==> src/rtl/fir_da_param_if.sv <==
// fir_da_param_if: sample-in / result-out bundle for the DA FIR.
// din/in_valid/in_ready (input handshake), dout/out_valid (result strobe).
interface fir_da_param_if #(
  parameter int DATA_W = 8,
  parameter int OUT_W  = 8
);
  logic signed [DATA_W-1:0] din;
  logic                     in_valid;
  logic                     in_ready;
  logic signed [OUT_W-1:0]  dout;
  logic                     out_valid;

  modport master (
    output din, in_valid,
    input  in_ready, dout, out_valid
  );

  modport slave (
    input  din, in_valid,
    output in_ready, dout, out_valid
  );
endinterface

==> src/rtl/fir_da_param.sv <==
// fir_da_param: bit-serial distributed-arithmetic FIR, rounded+saturated out.
// Ports: clk, rst (sync, active-high), bus (slave: din/in_valid/in_ready/dout/out_valid).
module fir_da_param #(
  parameter int DATA_W = 8,
  parameter int TAPS   = 4,
  parameter int COEF_W = 8,
  parameter logic [TAPS*COEF_W-1:0] COEFS = {8'sd4, 8'sd3, 8'sd2, 8'sd1},
  parameter int SHIFT  = 0,
  parameter int OUT_W  = 8
) (
  input  logic           clk,
  input  logic           rst,
  fir_da_param_if.slave  bus
);

  localparam int ACC_W = DATA_W + COEF_W + $clog2(TAPS) + 1;
  localparam int LUT_W = COEF_W + $clog2(TAPS);
  localparam int KW    = (DATA_W > 1) ? $clog2(DATA_W) : 1;
  localparam int RW    = ACC_W + 2;
  localparam int NLUT  = 2 ** TAPS;

  localparam logic [KW-1:0] K_LAST = KW'(DATA_W - 1);

  // Rounding is done at one extra fractional bit:
  // (2*acc + 2^SHIFT) >>> (SHIFT+1) == round-half-up of acc / 2^SHIFT,
  // and degenerates to acc itself when SHIFT is 0.
  localparam logic signed [RW-1:0] RND  = RW'(1) <<< SHIFT;
  localparam logic signed [RW-1:0] OMAX = RW'((2 ** (OUT_W - 1)) - 1);
  localparam logic signed [RW-1:0] OMIN = RW'(-(2 ** (OUT_W - 1)));

  typedef enum logic [1:0] {
    S_IDLE,
    S_SHIFT,
    S_DONE
  } state_t;

  function automatic logic signed [LUT_W-1:0] coef(input int i);
    logic signed [COEF_W-1:0] c;
    c = COEFS[i*COEF_W +: COEF_W];
    return LUT_W'(c);
  endfunction

  state_t state_q, state_d;

  logic signed [DATA_W-1:0] tap_q [TAPS];
  logic signed [DATA_W-1:0] tap_d [TAPS];

  logic signed [ACC_W-1:0] acc_q, acc_d;
  logic [KW-1:0]           k_q, k_d;
  logic [OUT_W-1:0]        dout_q, dout_d;
  logic                    ov_q, ov_d;

  logic signed [LUT_W-1:0] lut [NLUT];
  logic [TAPS-1:0]         addr;
  logic signed [ACC_W-1:0] term;
  logic signed [ACC_W-1:0] acc_nx;
  logic signed [RW-1:0]    rnd_sum;
  logic signed [RW-1:0]    r;
  logic [OUT_W-1:0]        sat;

  // LUT[a] = sum of the coefficients whose tap bit is set in a
  always_comb begin
    for (int a = 0; a < NLUT; a++) begin
      lut[a] = '0;
      for (int i = 0; i < TAPS; i++) begin
        if (a[i]) lut[a] = lut[a] + coef(i);
      end
    end
  end

  // one bit-plane of the delay line per SHIFT cycle
  always_comb begin
    addr = '0;
    for (int i = 0; i < TAPS; i++) begin
      addr[i] = tap_q[i][k_q];
    end
  end

  // the sign-bit plane carries negative weight
  always_comb begin
    term   = ACC_W'(lut[addr]) <<< k_q;
    acc_nx = (k_q == K_LAST) ? acc_q - term : acc_q + term;
  end

  always_comb begin
    rnd_sum = (RW'(acc_nx) <<< 1) + RND;
    r       = rnd_sum >>> (SHIFT + 1);
    if (r > OMAX) begin
      sat = OUT_W'(OMAX);
    end else if (r < OMIN) begin
      sat = OUT_W'(OMIN);
    end else begin
      sat = OUT_W'(r);
    end
  end

  // The result is registered on the final SHIFT edge so it is
  // visible, together with out_valid, throughout the DONE cycle.
  always_comb begin
    state_d = state_q;
    tap_d   = tap_q;
    acc_d   = acc_q;
    k_d     = k_q;
    dout_d  = dout_q;
    ov_d    = 1'b0;
    unique case (state_q)
      S_IDLE: begin
        if (bus.in_valid) begin
          tap_d[0] = bus.din;
          for (int i = 1; i < TAPS; i++) begin
            tap_d[i] = tap_q[i-1];
          end
          acc_d   = '0;
          k_d     = '0;
          state_d = S_SHIFT;
        end
      end
      S_SHIFT: begin
        acc_d = acc_nx;
        k_d   = k_q + 1'b1;
        if (k_q == K_LAST) begin
          dout_d  = sat;
          ov_d    = 1'b1;
          state_d = S_DONE;
        end
      end
      S_DONE: begin
        state_d = S_IDLE;
      end
      default: begin
        state_d = S_IDLE;
      end
    endcase
  end

  always_ff @(posedge clk) begin
    if (rst) begin
      state_q <= S_IDLE;
      for (int i = 0; i < TAPS; i++) begin
        tap_q[i] <= '0;
      end
      acc_q  <= '0;
      k_q    <= '0;
      dout_q <= '0;
      ov_q   <= 1'b0;
    end else begin
      state_q <= state_d;
      for (int i = 0; i < TAPS; i++) begin
        tap_q[i] <= tap_d[i];
      end
      acc_q  <= acc_d;
      k_q    <= k_d;
      dout_q <= dout_d;
      ov_q   <= ov_d;
    end
  end

  assign bus.in_ready  = (state_q == S_IDLE);
  assign bus.dout      = dout_q;
  assign bus.out_valid = ov_q;

endmodule
==> src/flat_wrapper.sv <==
// flat-port wrapper written by rule: the top's interface ports become plain ports
module fir_da_param_flat 
#(
  parameter int DATA_W = 8,
  parameter int TAPS   = 4,
  parameter int COEF_W = 8,
  parameter logic [TAPS*COEF_W-1:0] COEFS = {8'sd4, 8'sd3, 8'sd2, 8'sd1},
  parameter int SHIFT  = 0,
  parameter int OUT_W  = 8
)
  (clk, rst, bus_din, bus_in_valid, bus_in_ready, bus_dout, bus_out_valid);
  fir_da_param_if #(.DATA_W(DATA_W), .OUT_W(OUT_W)) bus_i ();
  input  logic clk;
  input  logic rst;
  input wire logic [$bits(bus_i.din)-1:0] bus_din;
  input wire logic [$bits(bus_i.in_valid)-1:0] bus_in_valid;
  output wire logic [$bits(bus_i.in_ready)-1:0] bus_in_ready;
  output wire logic [$bits(bus_i.dout)-1:0] bus_dout;
  output wire logic [$bits(bus_i.out_valid)-1:0] bus_out_valid;
  assign bus_i.din = bus_din;
  assign bus_i.in_valid = bus_in_valid;
  assign bus_in_ready = bus_i.in_ready;
  assign bus_dout = bus_i.dout;
  assign bus_out_valid = bus_i.out_valid;
  fir_da_param #(.DATA_W(DATA_W), .TAPS(TAPS), .COEF_W(COEF_W), .COEFS(COEFS), .SHIFT(SHIFT), .OUT_W(OUT_W)) u_core (.clk(clk), .rst(rst), .bus(bus_i));
endmodule
==> config.mk <==
export PLATFORM = sky130hd
export DESIGN_NAME = fir_da_param_flat
export DESIGN_NICKNAME = d
export VERILOG_FILES = /design/src/rtl/fir_da_param_if.sv /design/src/rtl/fir_da_param.sv /design/src/flat_wrapper.sv
export SDC_FILE = /design/constraint.sdc
export NUM_CORES = 1
export LEC_CHECK = 0
export ABC_AREA = 0
export CAP_MARGIN = 20
export CELL_PAD_IN_SITES_DETAIL_PLACEMENT = 1
export CELL_PAD_IN_SITES_GLOBAL_PLACEMENT = 1
export CORE_UTILIZATION = 40
export CTS_BUF_LIST = sky130_fd_sc_hd__clkbuf_4 sky130_fd_sc_hd__clkbuf_8
export CTS_CLUSTER_SIZE = 20
export DETAILED_ROUTE_END_ITERATION = 7
export PLACE_DENSITY_LB_ADDON = 0.1
export SETUP_SLACK_MARGIN = 0.02
export SLEW_MARGIN = 20
export SYNTH_ARGS = -nofsm -noshare
export SYNTH_HDL_FRONTEND = slang
export SYNTH_SLANG_ARGS = --single-unit
==> constraint.sdc <==
create_clock -name clk -period 7.75 [get_ports clk]
set_input_delay 1.55 -clock clk [delete_from_list [all_inputs] [get_ports clk]]
set_output_delay 1.55 -clock clk [all_outputs]
set_load 0.005 [all_outputs]
## Yosys cells after proc, flatten, opt, wreduce, memory -nomap -nowiden

Memories as Yosys holds them, arrays and structs flattened.
Index checks and enable logic that the tools add are counted.

- Add/sub/neg operators: 4
- Multiply operators: 0
- Divide/modulo/power cells: 0
- Order comparisons: 4
- Equal/unequal tests: 4
- Shifts and indexed selects: 1
- Multiplexer cells: 21
- Bitwise gates (word level): 2
- Reductions and logical operators: 7

Operator list:

| kind | count |
|---|---|
| 2-to-1 mux 19 bit | 2 |
| one-hot mux 19 bit (2 select lines) | 1 |
| adder 20 x 2 -> 21 bit, second input constant | 1 |
| greater-than comparator 20 x 8 -> 1 bit, second input constant | 1 |
| less-than comparator 20 x 8 -> 1 bit, second input constant | 1 |
| 2-to-1 mux 10 bit | 2 |
| adder 19 bit | 1 |
| <<< shifter 10 x 3 -> 19 bit | 1 |
| subtractor 19 bit | 1 |
| 2-to-1 mux 8 bit | 2 |
| binary-select mux 1 bit (select 3 bit) | 4 |
| AND reduction 2 bit | 4 |
| one-hot mux 3 bit (2 select lines) | 1 |
| greater-or-equal comparator 5 bit, second input constant | 1 |
| 2-to-1 mux 1 bit | 5 |
| inverter 4 -> 5 bit | 1 |
| less-than comparator 3 x 4 -> 1 bit, second input constant | 1 |
| 2-to-1 mux 2 bit | 2 |
| one-hot mux 2 bit (2 select lines) | 1 |
| adder 3 x 1 -> 3 bit, second input constant | 1 |
| == test 3 bit, second input constant | 1 |
| 2-to-1 mux 3 bit | 1 |
| == test 2 x 1 -> 1 bit, second input constant | 1 |
| logical NOT 2 bit | 1 |
| other kinds (5) | 5 |

- Register bits after elaboration: 65
- Bits in latches: 0
- Bits in writable memories: 0
- ROM bits: 160
- Input bits: 11
- Logic and storage cells: 53
- Memories kept: 1

Memory list:

| name | depth | bits a word | read ports | clocked after Yosys merged registers in | wr ports | line | RTL |
|---|---|---|---|---|---|---|---|
| (no name shown) | 16 | 10 | 1 | 0 | 0 | fir_da_param.sv:81 | `term = ACC_W'(lut[addr]) <<< k_q;` |

## Logic depth before layout (Yosys ltp)

- Depth after elaboration: 13
- Gate-level depth with buffers: 25

## Worst setup path after synthesis

OpenSTA, ideal clock, no wires.

- Path kind: register to register
- Start point: register u_core.k_q[0]
- End point: register u_core.dout_q[0] (netlist: u_core.bus.dout[0])
- Setup time: 60 ps
- Arrival: 5446 ps
- Required time: 7690 ps
- Setup slack: 2244 ps
- Cell stages (with the launch flop): 25
- Buffers on the path: 3
- Clock period less this slack: 5506 ps
- Cells stage by stage: dfxtp_1 buf_6 buf_6 mux4_2 mux2i_4 ha_1 nor3_2 xor2_1 mux4_2 nand2b_2 and4b_1 buf_6 a21oi_1 xnor2_1 ha_1 or3_1 a31oi_1 a21oi_1 a31oi_1 xnor2_1 nand4b_1 nor3_1 nand4_1 o32ai_1 o221a_2

- Cells in the longest elaborated chain, start to end: 13

Ends and longest elaborated chain:

| item | line | RTL |
|---|---|---|
| start: declaration | fir_da_param.sv:49 | `logic [KW-1:0] k_q, k_d;` |
| start signal: assignment | fir_da_param.sv:152 | `k_q <= k_d;` |
| binary-select mux 1 bit (select 3 bit) | fir_da_param.sv:75 | `addr[i] = tap_q[i][k_q];` |
| 2-to-1 mux 1 bit (implied by the code) | fir_da_param.sv:75 |  |
| inverter 4 -> 5 bit (implied by the code) | fir_da_param.sv:81 |  |
| memory read (16 x 10 bit) | - |  |
| 2-to-1 mux 10 bit (implied by the code) (2 in series) | fir_da_param.sv:81 |  |
| <<< shifter 10 x 3 -> 19 bit | fir_da_param.sv:81 |  |
| adder 19 bit / subtractor 19 bit (equally long branches) | fir_da_param.sv:82 | `acc_nx = (k_q == K_LAST) ? acc_q - term : acc_q + term;` |
| 2-to-1 mux 19 bit | fir_da_param.sv:82 |  |
| adder 20 x 2 -> 21 bit | fir_da_param.sv:86 | `rnd_sum = (RW'(acc_nx) <<< 1) + RND;` |
| less-than comparator 20 x 8 -> 1 bit | fir_da_param.sv:90 | `end else if (r < OMIN) begin` |
| 2-to-1 mux 8 bit | fir_da_param.sv:90 |  |
| 2-to-1 mux 8 bit | fir_da_param.sv:88 | `if (r > OMAX) begin` |
| end signal: assignment | fir_da_param.sv:153 | `dout_q <= dout_d;` |
| end: declaration | fir_da_param.sv:50 | `logic [OUT_W-1:0] dout_q, dout_d;` |

Parallel ways exist; a longest one is shown, timed or not. The select of a mux whose other input is x is not followed.
A chain may end at the register's enable or synchronous reset.

## Final worst setup path

- Start point: register u_core.k_q[1]
- End point: register u_core.dout_q[1] (netlist: u_core.bus.dout[1])

The elaborated chain is that of the path after synthesis.

==> out/results.txt <==
Die area - 11400 um^2
# port buffers - 20
Nets - 588
Die Ht - 107 um
Max Clk Rate - 146 MHz
Final wirelength - 12100 um
CTS tree - built
CP Launch Type - flip-flop
Vias in the first global route - 3935
Maxcap violations - 0
Final Hold Viols - 0
Sum of negative setup slack - 0 ns
Final setup fails - 0
Worst skew pair latency - 0.35 ns
Router iterations before antenna repair - 4
Yosys top cell area share - 29.7%
Post-DP HPWL - 8590 um
Grt total ovfl - 0
Post-synth EDFFs - 0
Sequential-to-total area share from yosys stat - 29.7%
Most frequent cell after synthesis - nand2_1
Share of cells above drive strength 1 - 9.30%
Relative slew margins - 27.9%
Core outline area - 10500 um^2
Yosys reg bits - 65
Largest net degree at the start of global routing - 63
Critical Path Most Common Cell - a31oi_1
GP Congestion - 0.902
Post-DRT Antenna Nets - 0
I/O pin total - 21
Top_reg_cell synth - dfxtp_1
Cell Chain, Critical Path - mux4_2 -> mux2i_4 -> ha_1 -> nor3_2 -> xor2_1 -> mux2_1 -> a21oi_1 -> and4b_1 -> a21oi_1 -> xnor2_1 -> ha_1 -> or3_1 -> a31oi_1 -> a21o_1 -> nor3_1 -> a211oi_1 -> a31oi_1 -> xor2_1 -> nor2_1 -> a31oi_1 -> o221a_2
PwrDens - 296 nW/um^2
Top cells by count, synth - nand2_1 (102), dfxtp_1 (65), a21oi_1 (64)
Critical path arrival - 7.14 ns
Hold WC Path Type - flip-flop to flip-flop
Avg Cell Area, Syn - 7.88 um^2
Inserted Diodes - 0
H-tree depth - 3
Post-synth top area cell - dfxtp_1
Worst Path Required - 8.05 ns
Remaining DRCs - 0
Cts hold-fix bufs - 0
Worst-path clk slew - 0.09 ns
Top fanout value on the critical path - 31
Vias per cell - 5.82
Row Count - 37
Area contributors post-synth - dfxtp_1 (30%), nand2_1 (8.7%), a21oi_1 (7.3%)
Slew of the pin with the lowest slew margin - 1.08 ns
CTS root buffer - clkbuf_8
Leakage power total - 1.79 nW
Largest stage delay, worst path - 1.04 ns
Routed vias - 4047
Yosys cell types - 68
Fillers - 1288
Core Util, Final - 46.4%
Iter 0 DRT Violations - 179
Async set-reset flop share out of synthesis - 0%
Final instance area - 4860 um^2
Placed Area - 4600 um^2
Synth-to-Final Area Change - 10.8%
Initial core utilization - 41.9%
Clk buf depth - 2
Tot GR Track Use - 22.5%
Die width - 107 um
R2R depth - 21
Post-Syn Nets - 590
Cell area after synthesis - 4380 um^2
Cts bufs inserted - 9
Post-CTS setup buffers - 0
Wire length per cell - 17.4 um
Status - finished clean
Worst path slowest cell - dfxtp_1
First-pass GRT wire length - 20400 um
Max VDD drop - 0.000122 V
Initial antenna violation count - 0
Critical Path End Type - flip-flop
RSZ-0062 raised after global routing - false
CTS resizes - 0
Power, Total - 1.44 mW
Instance count of the mapped netlist - 556
CTS Sinks - 65
Clock Skew - 0.00957 ns
Min Tclk post-route - 6.84 ns
Period Utilization, post-route - 88.3%
WS Path Type - flip-flop to flip-flop
Final slew viol count - 0
Hold depth - 2
Synth warn - 0
[where the power goes]
group | internal [mW] | total [mW] | switching (mW)
logic | 0.275 | 0.683 | 0.408
clock network | 0.217 | 0.370 | 0.153
registers | 0.362 | 0.383 | 0.0217
total | 0.854 | 1.44 | 0.583
[worst paths after layout]
check	start	endpoint	slack (ns)
worst max-delay path	u_core.k_q[1]$_SDFFE_PP0P_	u_core.bus.dout[1]$_SDFFE_PP0P_	0.91
worst min-delay path	u_core.tap_q[6]$_SDFFE_PP0P_	u_core.tap_q[6]$_SDFFE_PP0P_	0.47
worst max register to register	u_core.k_q[1]$_SDFFE_PP0P_	u_core.bus.dout[1]$_SDFFE_PP0P_	0.91
worst min register to register	u_core.tap_q[6]$_SDFFE_PP0P_	u_core.tap_q[6]$_SDFFE_PP0P_	0.47
[cell usage in the layout, fill, tap and decap left out, types with 7 or more instances in the layout]
master / instances
a21o_1: 9
nand2_1: 102
nor3_1: 12
ha_1: 22
o21a_1: 10
clkdlybuf4s50_1: 19
a31oi_1: 12
clkbuf_8: 9
o221a_2: 7
inv_1: 9
dfxtp_1: 65
nand3_1: 18
o21ai_0: 13
xor2_1: 11
mux4_2: 7
xnor2_1: 13
a21oi_1: 64
nor2b_1: 9
nor2_1: 41
[stage by stage]
stage / instances / setup slack [ns] / hold slack (ns)
finish: 695 / 0.905 / 0.470
floorplan: 556 / 2.24 / 0.433
global placement: 679 / 1.35 / 0.449
global route: 695 / 0.465 / 0.494
CTS: 695 / 0.966 / 0.471
detailed placement: 679 / 1.01 / 0.466
[layer usage]
metal  up-vias  wire [um]  GRT usage [%]  part of all wire (%)
li1       1981          -              -                     -
met1      1982       5960           32.2                    49
met2        72       5580           35.5                    46
met3        12        426           3.22                   3.5
met4         0        136           5.38                   1.1
met5         -          0              0                     0
[worst max-delay path: cells and delay by family (launching register included)]
family | cells | cell delay, ns
DFF | 1 | 1.04
xor gates and xnor gates | 3 | 0.64
and+or+nand+nor | 5 | 1.36
muxes | 3 | 0.86
AOI/OAI and AO/OA | 8 | 2.29
adders and majority gates | 2 | 0.59
[logic make-up (layout without fill, tap and decap cells)]
family | after synthesis | after routing | share of synthesized area [%]
simple gates | 225 | 225 | 23.8
buf+inv | 48 | 51 | 5.08
flops | 65 | 65 | 29.7
compound gates | 153 | 153 | 22.8
mux | 17 | 17 | 6.65
fa+ha+maj | 23 | 23 | 6.74
xor+xnor | 25 | 25 | 5.17
[layout make-up]
cell class | count | area [um^2] | share of cell area [%]
tap | 136 | 170 | 3.50
inverter | 9 | 33.8 | 0.696
clock inverter | 7 | 125 | 2.58
timing repair buffer | 26 | 240 | 4.95
multi-input combinational | 443 | 2860 | 58.9
clock buffer | 9 | 124 | 2.55
sequential | 65 | 1300 | 26.8
[flip-flops by register name (all words and copies together) (netlist names)]
name / cells
u_core.acc_q: 19
u_core.bus.dout: 8
u_core.bus.out_valid: 1
u_core.k_q: 3
u_core.state_q: 2
u_core.tap_q: 32
Power figures use the tool's default switching activity.
